==> src/rtl/bus_select_pipe.sv <==
// bus_select_pipe: registered one-hot bus select with keeper, collision flag and optional counter (BUS_SELECT_COLLISION_COUNT_EN)
module bus_select_pipe #(
   parameter int WIDTH    = 32,
   parameter int CHANNELS = 24,
   parameter int SEL_W    = 5
) (
   input  logic                      clock,
   input  logic                      reset,
   input  logic [CHANNELS*WIDTH-1:0] in_flat,
   input  logic [CHANNELS-1:0]       drive_en,
   input  logic                      stall,
   output logic [WIDTH-1:0]          bus_out,
   output logic [SEL_W-1:0]          sel_out,
   output logic                      driven,
   output logic                      collision,
   output logic [7:0]                collision_count
);
   localparam logic [CHANNELS-1:0] ONE = 1;
   logic [SEL_W-1:0] win;
   logic [WIDTH-1:0] word;
   logic any, multi;
   always_comb begin
      win  = '0;
      word = in_flat[WIDTH-1:0];
      for (int i = 0; i < CHANNELS; i++)
         if (drive_en[i]) begin
            win  = i[SEL_W-1:0];
            word = in_flat[i*WIDTH +: WIDTH];
         end
   end
   assign any   = |drive_en;
   // clearing the lowest set bit leaves something only if two or more were set
   assign multi = |(drive_en & (drive_en - ONE));
   always_ff @(posedge clock)
      if (reset) begin
         bus_out   <= '0;
         sel_out   <= '0;
         driven    <= 1'b0;
         collision <= 1'b0;
      end else if (!stall) begin
         if (any) begin
            bus_out <= word;
            sel_out <= win;
         end
         driven    <= any;
         collision <= multi;
      end
`ifdef BUS_SELECT_COLLISION_COUNT_EN
   always_ff @(posedge clock)
      if (reset) collision_count <= 8'h00;
      else if (!stall && multi && collision_count != 8'hFF) collision_count <= collision_count + 8'h01;
`else
   assign collision_count = 8'h00;
`endif
endmodule

==> config.mk <==
export PLATFORM = sky130hd
export DESIGN_NAME = bus_select_pipe
export DESIGN_NICKNAME = d
export VERILOG_FILES = /design/src/rtl/bus_select_pipe.sv
export SDC_FILE = /design/constraint.sdc
export NUM_CORES = 1
export LEC_CHECK = 0
export ABC_AREA = 1
export CORE_AREA = 5 5 326 328
export CTS_CLUSTER_SIZE = 25
export DETAILED_ROUTE_END_ITERATION = 7
export DIE_AREA = 0 0 331 333
export PLACE_DENSITY_LB_ADDON = 0.25
export SYNTH_ARGS = -nofsm -noshare
export SYNTH_HDL_FRONTEND = slang
export SYNTH_SLANG_ARGS = --single-unit
==> constraint.sdc <==
create_clock -name clock -period 2.1 [get_ports clock]
set_input_delay 0.42 -clock clock [delete_from_list [all_inputs] [get_ports clock]]
set_output_delay 0.42 -clock clock [all_outputs]
set_load 0.02 [all_outputs]
==> summary.md <==
| Metric | Value |
|---|---|
| Status | `finished, final reports clean` |
| TritonCTS Buffers | `5` |
| H-tree depth | `2` |
| Vias post-DR | `16700` |
| Final Skew | `0 ns` |
| DR vias/cell | `3.97` |
| Leakage | `9.29 nW` |
| Number of global-route vias before repair | `17300` |
| Fill cells | `11800` |
| Detailed Route WL | `103000 µm` |
| Hold_buf cts | `0` |
| Rel. slew slack | `0.530` |
| Area occupied by multi-input gates | `8780 µm²` |
| Final period utilization | `0.994` |
| Initial DRC count | `1040` |
| CTS max path bufs | `2` |
| Ys async rst share | `0` |
| Max Cap Viol | `0` |
| Post-synth EDFFs | `0` |
| Antenna Nets Post-Route | `0` |
| Worst Path Required | `2.30 ns` |
| Pint | `0.00398 W` |
| Largest net degree at the start of global routing | `37` |
| Worst-path clk slew | `0.07 ns` |
| Biggest cell delay along the critical path | `0.23 ns` |
| Synth top cells by count | `nand2_1, nor2_1, a221oi_1, clkbuf_1, a21oi_1` |
| Sequential cell area fraction in the yosys report | `0.0892` |
| DIE AREA | `110000 µm²` |
| CTS sink cnt | `39` |
| Comb pwr share | `0.716` |
| Top-count cell post-synth | `nand2_1` |
| Syn_area_per_cell | `4.79 µm²` |
| Clock power share | `0.158` |
| Synth area leaders | `nand2_1, nor2_1, a221oi_1, dfxtp_1, a21oi_1` |
| NetSw | `0.00265 W` |
| Std-Cell Core Area | `103000 µm²` |
| Initial antenna violation count | `25` |
| Setup violators final | `0` |
| Crit-path cells | `buf_12, nor2_4, buf_6, nand3_2, nor2_2, nand2_2, nor2_4, nand2_4, buf_6, nand2_2, nand4_1, a211oi_2, nand4_1, nand2_1, inv_1` |
| Setup crit start kind | `primary input` |
| RSZ-0062 raised after global routing | `yes` |
| Share of the synthesized area in the top cell type | `0.287` |
| Net count, final | `3610` |
| Gr usage total | `0.172` |
| Vert. Die Dim | `333 µm` |
| Power Density | `287 nW/µm²` |
| Mapped cell area | `8750 µm²` |
| Tot Pwr | `0.00663 W` |
| Clock Tree Root | `clkbuf_16` |
| VDD IR max | `0.391 mV` |
| P&R area growth vs syn | `164%` |
| Switching share of power | `0.399` |
| Synth Register Bits | `39` |
| CTS tree | `done` |
| Netlist cell types | `30` |
| DRC | `0` |
| Final Hold Vio Count | `0` |
| Final setup margin | `0.0126 ns` |
| Dominant cell type by area after synthesis | `nand2_1` |
| Slowest-stage cell, CP | `a211oi_2` |
| GPL Wtd Cong | `0.862` |
| Peak Freq | `479 MHz` |
| Main flop type after synthesis | `dfxtp_1` |
| Yosys warns | `0` |
| Arr. time, crit path | `2.29 ns` |
| Hpwl dp | `87400 µm` |
| IO Port Bufs | `833` |
| Initial core utilization | `0.0850` |
| DR WL/cell | `24.5 µm` |
| Crit-path max FO | `6` |
| Global route overflow | `0` |
| Worst Setup End Kind | `flip-flop` |
| Tightest Pin Transition | `0.705 ns` |
| Die Width | `331 µm` |
| Layout cells sized above 1 | `0.244` |
| Final slew viol count | `0` |
| FP Rows | `118` |
| First-pass GRT wire length | `134000 µm` |
| Drt pass-1 iters | `5` |
| Seq pwr share | `0.126` |
| Clock Latency Late Sink | `0.28 ns` |
| Hold Crit Class | `reg -> reg` |
| Pre-CTS setup slack | `-1.06 ns` |
| Tmin final | `2.09 ns` |
| I/O pins | `842` |
| Synthesized instance count | `1826` |
| Reg area | `781 µm²` |
| WS Path Type | `in -> reg` |
==> flip-flops by register name (all words and copies together) (netlist names) <==
signal and flops:
bus_out 32, collision 1, driven 1, sel_out 5
==> cell usage in the layout, fill, tap and decap left out, types with 7 or more instances in the layout <==
cell	Yosys	routed
inv_1	26	16
o21ai_2	0	9
o21ai_0	41	16
a21oi_2	0	35
inv_2	6	8
buf_6	3	20
buf_8	0	8
o21ai_1	6	22
nand2_2	3	129
a221oi_2	0	23
buf_12	0	50
clkbuf_16	0	8
nand2_4	0	53
nand2_1	669	488
nor2_2	7	23
a221oi_4	0	7
conb_1	1	8
buf_2	23	10
nor2_1	478	442
buf_4	8	221
a221oi_1	128	98
nor2_4	2	22
diode_2	0	13
nand3_1	70	46
clkdlybuf4s50_1	0	804
inv_4	0	7
dlymetal6s2s_1	0	8
nand3_2	0	24
dfxtp_1	39	39
a21oi_1	107	69
a31oi_1	66	59
==> kinds of logic (layout without fill, tap and decap cells) <==
logic type	Yosys count	in the layout	share of synthesized area
flops	39	39	0.0892
compound gates	354	354	0.270
simple gates	1238	1238	0.548
buf+inv	194	1177	0.0927
other cells	1	21	0.000429
==> cell type report <==
cell class | count | share of cell area
repair inverters | 1 | 0.000271
multi-input cells | 1600 | 0.380
clock inverters | 2 | 0.00260
repair buffers | 1132 | 0.494
flip-flops and latches | 39 | 0.0338
well taps | 1380 | 0.0747
clock buffers | 6 | 0.00558
inverters | 36 | 0.00774
diodes | 13 | 0.00141
==> per-layer routing <==
metal / wire, µm / track usage / up-vias / part of all wire
met5: 71 / 0 / - / 0.00069
met2: 51800 / 0.314 / 694 / 0.50
met4: 2040 / 0.0321 / 10 / 0.020
li1: - / - / 8086 / -
met3: 7780 / 0.0417 / 104 / 0.075
met1: 41400 / 0.206 / 7833 / 0.40
==> power groups by stage <==
stage | registers, W | clock network (W) | logic [W]
5_1_grt | 0.000837 | 0.00110 | 0.00506
4_1_cts | 0.000828 | 0.00108 | 0.00456
3_3_place_gp | 0.000843 | 0 | 0.00426
3_5_place_dp | 0.000842 | 0 | 0.00424
2_1_floorplan | 0.000904 | 0 | 0.00121
6_report | 0.000833 | 0.00105 | 0.00475
==> critical path, delay by kind of cell <==
family          cells  cell delay (ns)
buf+inv             4             0.45
compound gates      1             0.23
simple gates       10             1.18
==> repair_timing <==
item	CTS	global route
resized for setup	248	302
gates cloned	6	3
pin swaps	49	119
endpoints found under the setup margin	38	39
buffers inserted	27	15
==> path summary, 6_finish.rpt <==
check | start | endpoint | slack, ns | cells after the start
min reg2reg | driven$_SDFFE_PP0N_ | driven$_SDFFE_PP0N_ | 0.48 | 2
max | drive_en[2] | collision$_SDFFE_PP0N_ | 0.01 | 15
min | driven$_SDFFE_PP0N_ | driven$_SDFFE_PP0N_ | 0.48 | 2
max reg2reg | bus_out[28]$_SDFFE_PP0P_ | bus_out[28]$_SDFFE_PP0P_ | 1.38 | 2
==> metrics by stage <==
stage | setup TNS, ns | utilization | hold slack [ns] | cell area [µm²] | cells
6_report | 0 | 0.225 | 0.478 | 23100 | 4209
5_1_grt | -0.405 | 0.224 | 0.505 | 23100 | 4203
4_1_cts | -0.0688 | 0.214 | 0.481 | 22000 | 4186
3_5_place_dp | -27.93 | 0.200 | 0.468 | 20600 | 4154
3_3_place_gp | -27.32 | 0.200 | 0.465 | 20600 | 4154
2_1_floorplan | 0 | - | 0.489 | 8780 | 1833
Note: power is estimated with default switching activity, not from simulation.
